--- src/rtl/fpu_issue_queue_if.sv ---
// fpu_issue_queue_if: signal bundle for the FPU issue queue.
//   Command side : in_valid/in_ready handshake carrying din1, din2, op_sel.
//   FPU side     : fpu_valid issue pulse with fpu_din1/fpu_din2/fpu_op_sel;
//                  fpu_ready result pulse with fpu_result.
//   Result side  : out_valid/out_ready handshake carrying result.
//   Status       : inflight count, sticky err_unexpected.
// The slave modport is the queue's view; master is the environment's view.
interface fpu_issue_queue_if #(
    parameter int unsigned WIDTH     = 32,
    parameter int unsigned OP_W      = 2,
    parameter int unsigned RES_DEPTH = 4
);
    localparam int unsigned CNT_W = $clog2(RES_DEPTH) + 1;

    logic             in_valid;
    logic             in_ready;
    logic [WIDTH-1:0] din1;
    logic [WIDTH-1:0] din2;
    logic [OP_W-1:0]  op_sel;
    logic             fpu_valid;
    logic [WIDTH-1:0] fpu_din1;
    logic [WIDTH-1:0] fpu_din2;
    logic [OP_W-1:0]  fpu_op_sel;
    logic [WIDTH-1:0] fpu_result;
    logic             fpu_ready;
    logic             out_valid;
    logic             out_ready;
    logic [WIDTH-1:0] result;
    logic [CNT_W-1:0] inflight;
    logic             err_unexpected;

    modport master (
        output in_valid, din1, din2, op_sel, fpu_result, fpu_ready, out_ready,
        input  in_ready, fpu_valid, fpu_din1, fpu_din2, fpu_op_sel, out_valid, result,
               inflight, err_unexpected
    );

    modport slave (
        input  in_valid, din1, din2, op_sel, fpu_result, fpu_ready, out_ready,
        output in_ready, fpu_valid, fpu_din1, fpu_din2, fpu_op_sel, out_valid, result,
               inflight, err_unexpected
    );
endinterface

--- src/rtl/fpu_issue_queue.sv ---
// fpu_issue_queue: command/result buffering front-end for a pipelined, in-order FPU.
//   clk    : rising-edge clock
//   reset  : asynchronous active-low reset
//   bus    : fpu_issue_queue_if.slave
//            - commands are queued in a CMD_DEPTH FIFO and issued one per cycle as a
//              registered one-cycle fpu_valid pulse with registered operands
//            - results returned by fpu_ready are buffered in a RES_DEPTH show-ahead FIFO
//            - issue is credit-gated so in-flight plus buffered results never exceed
//              RES_DEPTH, hence a returning result always has room
//            - err_unexpected latches a result pulse that arrives with nothing in flight
module fpu_issue_queue #(
    parameter int unsigned WIDTH     = 32,
    parameter int unsigned OP_W      = 2,
    parameter int unsigned CMD_DEPTH = 4,
    parameter int unsigned RES_DEPTH = 4
) (
    input logic           clk,
    input logic           reset,
    fpu_issue_queue_if.slave bus
);
    localparam int unsigned CIDX = $clog2(CMD_DEPTH);
    localparam int unsigned RIDX = $clog2(RES_DEPTH);
    localparam int unsigned CCNT = CIDX + 1;
    localparam int unsigned RCNT = RIDX + 1;
    localparam logic [CCNT-1:0] CMD_LIMIT = CCNT'(CMD_DEPTH);
    localparam logic [RCNT:0]   RES_LIMIT = (RCNT + 1)'(RES_DEPTH);

    logic [WIDTH-1:0] cmd_a_q  [CMD_DEPTH];
    logic [WIDTH-1:0] cmd_b_q  [CMD_DEPTH];
    logic [OP_W-1:0]  cmd_op_q [CMD_DEPTH];
    logic [CIDX-1:0]  cmd_wptr_q, cmd_rptr_q;
    logic [CCNT-1:0]  cmd_count_q;

    logic [WIDTH-1:0] res_mem_q [RES_DEPTH];
    logic [RIDX-1:0]  res_wptr_q, res_rptr_q;
    logic [RCNT-1:0]  res_count_q;
    logic [RCNT-1:0]  inflight_q;
    logic             err_q;

    logic             fpu_valid_q;
    logic [WIDTH-1:0] fpu_din1_q, fpu_din2_q;
    logic [OP_W-1:0]  fpu_op_sel_q;

    logic            cmd_ready;
    logic            cmd_push;
    logic            issue;
    logic            res_push;
    logic            res_pop;
    logic            unexpected;
    logic [RCNT:0]   credit_used;

    always_comb begin
        // Ready depends on count only, so a full FIFO refuses a push even while popping.
        cmd_ready   = cmd_count_q < CMD_LIMIT;
        cmd_push    = bus.in_valid && cmd_ready;
        credit_used = {1'b0, inflight_q} + {1'b0, res_count_q};
        issue       = (cmd_count_q != '0) && (credit_used < RES_LIMIT);
        res_push    = bus.fpu_ready && (inflight_q != '0);
        unexpected  = bus.fpu_ready && (inflight_q == '0);
        res_pop     = (res_count_q != '0) && bus.out_ready;
    end

    // Command storage needs no reset; occupancy is tracked by the pointers and count.
    always_ff @(posedge clk) begin
        if (cmd_push) begin
            cmd_a_q[cmd_wptr_q]  <= bus.din1;
            cmd_b_q[cmd_wptr_q]  <= bus.din2;
            cmd_op_q[cmd_wptr_q] <= bus.op_sel;
        end
    end

    always_ff @(posedge clk or negedge reset) begin
        if (!reset) begin
            cmd_wptr_q   <= '0;
            cmd_rptr_q   <= '0;
            cmd_count_q  <= '0;
            res_wptr_q   <= '0;
            res_rptr_q   <= '0;
            res_count_q  <= '0;
            inflight_q   <= '0;
            err_q        <= 1'b0;
            fpu_valid_q  <= 1'b0;
            fpu_din1_q   <= '0;
            fpu_din2_q   <= '0;
            fpu_op_sel_q <= '0;
            for (int i = 0; i < int'(RES_DEPTH); i++) begin
                res_mem_q[i] <= '0;
            end
        end else begin
            if (cmd_push) begin
                cmd_wptr_q <= cmd_wptr_q + CIDX'(1);
            end
            cmd_count_q <= cmd_count_q + CCNT'(cmd_push) - CCNT'(issue);

            fpu_valid_q <= issue;
            if (issue) begin
                fpu_din1_q   <= cmd_a_q[cmd_rptr_q];
                fpu_din2_q   <= cmd_b_q[cmd_rptr_q];
                fpu_op_sel_q <= cmd_op_q[cmd_rptr_q];
                cmd_rptr_q   <= cmd_rptr_q + CIDX'(1);
            end

            // Unexpected results are dropped, so inflight never underflows.
            inflight_q <= inflight_q + RCNT'(issue) - RCNT'(res_push);

            if (res_push) begin
                res_mem_q[res_wptr_q] <= bus.fpu_result;
                res_wptr_q            <= res_wptr_q + RIDX'(1);
            end
            if (res_pop) begin
                res_rptr_q <= res_rptr_q + RIDX'(1);
            end
            res_count_q <= res_count_q + RCNT'(res_push) - RCNT'(res_pop);

            if (unexpected) begin
                err_q <= 1'b1;
            end
        end
    end

    assign bus.in_ready       = cmd_ready;
    assign bus.fpu_valid      = fpu_valid_q;
    assign bus.fpu_din1       = fpu_din1_q;
    assign bus.fpu_din2       = fpu_din2_q;
    assign bus.fpu_op_sel     = fpu_op_sel_q;
    assign bus.out_valid      = res_count_q != '0;
    assign bus.result         = res_mem_q[res_rptr_q];
    assign bus.inflight       = inflight_q;
    assign bus.err_unexpected = err_q;
endmodule

--- src/flat_wrapper.sv ---
// flat-port wrapper written by rule: the top's interface ports become plain ports
module fpu_issue_queue_flat 
#(
    parameter int unsigned WIDTH     = 32,
    parameter int unsigned OP_W      = 2,
    parameter int unsigned CMD_DEPTH = 4,
    parameter int unsigned RES_DEPTH = 4
)
  (clk, reset, bus_in_valid, bus_din1, bus_din2, bus_op_sel, bus_fpu_result, bus_fpu_ready, bus_out_ready, bus_in_ready, bus_fpu_valid, bus_fpu_din1, bus_fpu_din2, bus_fpu_op_sel, bus_out_valid, bus_result, bus_inflight, bus_err_unexpected);
  fpu_issue_queue_if #(.WIDTH(WIDTH), .OP_W(OP_W), .RES_DEPTH(RES_DEPTH)) bus_i ();
  input logic clk;
  input logic reset;
  input wire logic [$bits(bus_i.in_valid)-1:0] bus_in_valid;
  input wire logic [$bits(bus_i.din1)-1:0] bus_din1;
  input wire logic [$bits(bus_i.din2)-1:0] bus_din2;
  input wire logic [$bits(bus_i.op_sel)-1:0] bus_op_sel;
  input wire logic [$bits(bus_i.fpu_result)-1:0] bus_fpu_result;
  input wire logic [$bits(bus_i.fpu_ready)-1:0] bus_fpu_ready;
  input wire logic [$bits(bus_i.out_ready)-1:0] bus_out_ready;
  output wire logic [$bits(bus_i.in_ready)-1:0] bus_in_ready;
  output wire logic [$bits(bus_i.fpu_valid)-1:0] bus_fpu_valid;
  output wire logic [$bits(bus_i.fpu_din1)-1:0] bus_fpu_din1;
  output wire logic [$bits(bus_i.fpu_din2)-1:0] bus_fpu_din2;
  output wire logic [$bits(bus_i.fpu_op_sel)-1:0] bus_fpu_op_sel;
  output wire logic [$bits(bus_i.out_valid)-1:0] bus_out_valid;
  output wire logic [$bits(bus_i.result)-1:0] bus_result;
  output wire logic [$bits(bus_i.inflight)-1:0] bus_inflight;
  output wire logic [$bits(bus_i.err_unexpected)-1:0] bus_err_unexpected;
  assign bus_i.in_valid = bus_in_valid;
  assign bus_i.din1 = bus_din1;
  assign bus_i.din2 = bus_din2;
  assign bus_i.op_sel = bus_op_sel;
  assign bus_i.fpu_result = bus_fpu_result;
  assign bus_i.fpu_ready = bus_fpu_ready;
  assign bus_i.out_ready = bus_out_ready;
  assign bus_in_ready = bus_i.in_ready;
  assign bus_fpu_valid = bus_i.fpu_valid;
  assign bus_fpu_din1 = bus_i.fpu_din1;
  assign bus_fpu_din2 = bus_i.fpu_din2;
  assign bus_fpu_op_sel = bus_i.fpu_op_sel;
  assign bus_out_valid = bus_i.out_valid;
  assign bus_result = bus_i.result;
  assign bus_inflight = bus_i.inflight;
  assign bus_err_unexpected = bus_i.err_unexpected;
  fpu_issue_queue #(.WIDTH(WIDTH), .OP_W(OP_W), .CMD_DEPTH(CMD_DEPTH), .RES_DEPTH(RES_DEPTH)) u_core (.clk(clk), .reset(reset), .bus(bus_i));
endmodule
--- config.mk ---
export PLATFORM = sky130hd
export DESIGN_NAME = fpu_issue_queue_flat
export DESIGN_NICKNAME = d
export VERILOG_FILES = /design/src/rtl/fpu_issue_queue_if.sv /design/src/rtl/fpu_issue_queue.sv /design/src/flat_wrapper.sv
export SDC_FILE = /design/constraint.sdc
export NUM_CORES = 1
export LEC_CHECK = 0
export BUFFER_PORTS_ARGS = -buffer_cell sky130_fd_sc_hd__buf_2
export CELL_PAD_IN_SITES_DETAIL_PLACEMENT = 0
export CELL_PAD_IN_SITES_GLOBAL_PLACEMENT = 2
export CORE_ASPECT_RATIO = 1.4
export CORE_UTILIZATION = 45
export CTS_CLUSTER_DIAMETER = 120
export DETAILED_ROUTE_END_ITERATION = 12
export PLACE_DENSITY_LB_ADDON = 0.1
export SLEW_MARGIN = 0
export SYNTH_ARGS = -nofsm -noshare
export SYNTH_HDL_FRONTEND = slang
export SYNTH_SLANG_ARGS = --single-unit
--- constraint.sdc ---
create_clock -name clk -period 3.2 [get_ports clk]
set_clock_uncertainty 0.05 [all_clocks]
set_input_delay 0.32 -clock clk [delete_from_list [all_inputs] [get_ports clk]]
set_output_delay 0.32 -clock clk [all_outputs]
set_load 0.02 [all_outputs]
==> results.sh <==
export IMPL_status="finished, final reports clean"
export IMPL_cts_tree="built"
export IMPL_nets=1343
export IMPL_cts_hold_buffers=100
export IMPL_antenna_found_initial=0
export IMPL_via_count=9220
export IMPL_ioPinCount=208
export IMPL_syn_avg_cell_area_um2=20.9
export IMPL_rsz0062_at_grt="false"
export IMPL_die_w_um=173
export IMPL_worstSetupEndpointType="flop"
export IMPL_syn_area_um2=18500
export IMPL_grt_pass1_wl_um=58100
export IMPL_dieHeight_um=242
export IMPL_power_switching_mw=7.31
export IMPL_drive_above_1_share=0.476
export IMPL_cp_arrival_ns=3.02
export IMPL_ir_drop_uv=455
export IMPL_top_layer="met4"
export IMPL_dp_hpwl_um=21200
export IMPL_crit_fanout=5
export IMPL_drc=0
export IMPL_crit_path_cell_trace="ha_1, nor3_1, nand3_4, inv_1, ha_1, inv_1, ha_1, inv_1, fa_1, xnor2_1, xnor2_1"
export IMPL_dp_cells=1606
export IMPL_antenna_cells=0
export IMPL_dieArea_um2=41900
export IMPL_max_cap_violations=0
export IMPL_finalNonFillerCells=1793
export IMPL_holdWs_ns=0.148
export IMPL_wl_per_cell_um=20.3
export IMPL_finalSetupViolCount=0
export IMPL_synth_top_area_cell="edfxtp_1"
export IMPL_met1Wirelength_um=14900
export IMPL_power_frac_comb=0.362
export IMPL_synthesis_nets=1008
export IMPL_track_usage=0.180
export IMPL_grt_max_degree=74
export IMPL_slew_headroom=0.550
export IMPL_worstSetupPathType="reg2reg"
export IMPL_root_buffer="clkbuf_16"
export IMPL_place_gp_congestion=0.705
export IMPL_sw_frac_of_total=0.318
export IMPL_wl_met2_um=18700
export IMPL_power_leakage_nw=8.81
export IMPL_clk_path_buf_depth=3
export IMPL_initial_utilization=0.458
export IMPL_ys_types=26
export IMPL_worst_path_largest_cell_delay_ns=0.43
export IMPL_routed_wl_um=36400
export IMPL_worst_ep_required_time_ns=3.62
export IMPL_core_um2=40400
export IMPL_dr_pass1_iters=4
export IMPL_pwr_share_seq=0.412
export IMPL_layout_min_cycle_time_ns=2.61
export IMPL_ys_seq_area_frac=0.717
export IMPL_area_growth_pct=22.9
export IMPL_tns_ns=0
export IMPL_max_slew_worst_pin_slew_ns=0.675
export IMPL_cts_max_level=2
export IMPL_min_period_over_period=0.815
export IMPL_rows=87
export IMPL_clk_latency_ns=0.56
export IMPL_cts_repair_resized=0
export IMPL_crit_slowest_cell="dfrtp_1"
export IMPL_yosys_top_cells_area="edfxtp_1 (43%), dfrtp_1 (29%), mux4_2 (12%)"
export IMPL_path_clk_slew_ns=0.06
export IMPL_hp_class="in2reg"
export IMPL_fmax_mhz=383
export IMPL_yosysWarnings=0
export IMPL_synth_top_area_frac=0.428
export IMPL_internal_power_mw=15.7
export IMPL_synthesis_instances=886
export IMPL_power_density_nw_per_um2=1010
export IMPL_finalHoldViolCount=0
export IMPL_portBuffers=207
export IMPL_final_cell_mix="edfxtp_1 (264), dfrtp_1 (210), buf_2 (206)"
export IMPL_grt_overflow_total=0
export IMPL_cts_buffers_inserted=47
export IMPL_wl_met3_um=1830
export IMPL_grt_pass1_vias=10100
export IMPL_clockPowerShare=0.226
export IMPL_via_per_inst=5.14
export IMPL_final_common_cell="edfxtp_1"
export IMPL_cp_start_kind="flop"
export IMPL_slew_violations=0
export IMPL_ys_ff_latch=477
export IMPL_ant_nets=0
export IMPL_drtIter0Drc=392
export IMPL_cts_setup_buffers=0
export IMPL_cts_sinks=477
[synthesized netlist by cell type]
cell type and n:
o21ai_0 2, xor2_1 2, or3_1 2, a21o_1 1, nand4_1 1, nor3_1 2
buf_2 14, and2_1 4, buf_4 13, clkbuf_1 9, nand2_1 7, buf_1 2
buf_6 4, edfxtp_1 264, fa_1 3, xnor2_1 10, nor2b_1 1, mux4_2 98
o31a_1 2, buf_8 1, mux2_2 194, dfrtp_1 213, nand3_1 2, buf_12 1
ha_1 16, inv_1 18
[routing by layer]
layer | vias up | GRT usage
li1 | 4128 | -
met1 | 4844 | 0.224
met2 | 192 | 0.315
met3 | 56 | 0.0377
met4 | 0 | 0.0549
met5 | - | 0
[critical path: cells and delay by family (launching register included)]
kind | cells | cell delay (ns)
DFF | 1 | 0.43
buffers and inverters | 3 | 0.23
and+or+nand+nor | 2 | 0.48
xor gates and xnor gates | 2 | 0.31
adders and majority gates | 4 | 1.03
[worst paths after layout]
kind                                             end  cells after the start                      start  slack [ns]
setup / recovery               u_core.cmd_count_q[2]                     11     u_core.bus.inflight[2]        0.59
hold / removal                  u_core.res_rptr_q[0]                      3              bus_out_ready        0.15
setup reg to reg               u_core.cmd_count_q[2]                     11     u_core.bus.inflight[2]        0.59
hold reg to reg            u_core.bus.err_unexpected                      1  u_core.bus.err_unexpected        0.41
max in group asynchronous       u_core.res_mem_q[44]                      3                      reset        1.92
min in group asynchronous      u_core.res_mem_q[109]                      2                      reset        0.29
[registers in the layout, indices dropped and copies added, names as in the netlist]
name	count
u_core.cmd_a_q	128
u_core.bus.err_unexpected	1
u_core.cmd_count_q	3
u_core.cmd_rptr_q	2
u_core.bus.inflight	3
u_core.res_rptr_q	2
u_core.cmd_op_q	8
u_core.bus.fpu_din1	32
u_core.bus.fpu_valid	1
u_core.bus.fpu_op_sel	2
u_core.cmd_wptr_q	2
u_core.res_wptr_q	2
u_core.bus.fpu_din2	32
u_core.res_mem_q	128
u_core.res_count_q	3
u_core.cmd_b_q	128
[power by group through the flow]
stage | registers [mW] | clock network [mW] | logic, mW
final | 9.46 | 5.20 | 8.33
after global routing | 9.72 | 5.60 | 9.03
after CTS | 9.49 | 5.37 | 8.56
after detailed placement | 9.60 | 0 | 8.45
after global placement | 9.55 | 0 | 8.35
after floorplan | 9.74 | 0 | 5.83
[cell families (layout without fill, tap and decap cells)]
family | after synthesis | in the layout | share of synthesized area
AND/OR/NAND/NOR | 19 | 19 | 0.00521
adder cells (fa/ha/maj) | 19 | 19 | 0.0141
AO/OA/AOI/OAI | 5 | 5 | 0.00189
buffers and inverters | 62 | 435 | 0.0193
multiplexers | 292 | 292 | 0.237
XOR/XNOR | 12 | 12 | 0.00568
flip-flops | 477 | 477 | 0.717
[layout make-up]
cell class,instances,area (um2)
Fill cell,3218,17600
Sequential cell,477,13300
Multi-Input combinational cell,347,4910
Timing Repair Buffer,330,2370
Clock buffer,69,1320
Tap cell,534,668
Clock inverter,18,138
Inverter,18,67.6
[metrics by stage]
| stage | util | power [mW] | instance area, um2 | setup WS (ns) |
|---|---|---|---|---|
| 4_1_cts | 0.563 | 23.4 | 22700 | 0.560 |
| 2_1_floorplan | - | 15.6 | 18500 | 0.403 |
| 6_report | 0.563 | 23.0 | 22700 | 0.592 |
| 3_3_place_gp | 0.502 | 17.9 | 20300 | 0.596 |
| 5_1_grt | 0.563 | 24.4 | 22700 | 0.409 |
| 3_5_place_dp | 0.502 | 18.0 | 20300 | 0.554 |
Note: power is estimated with default switching activity, not from simulation.
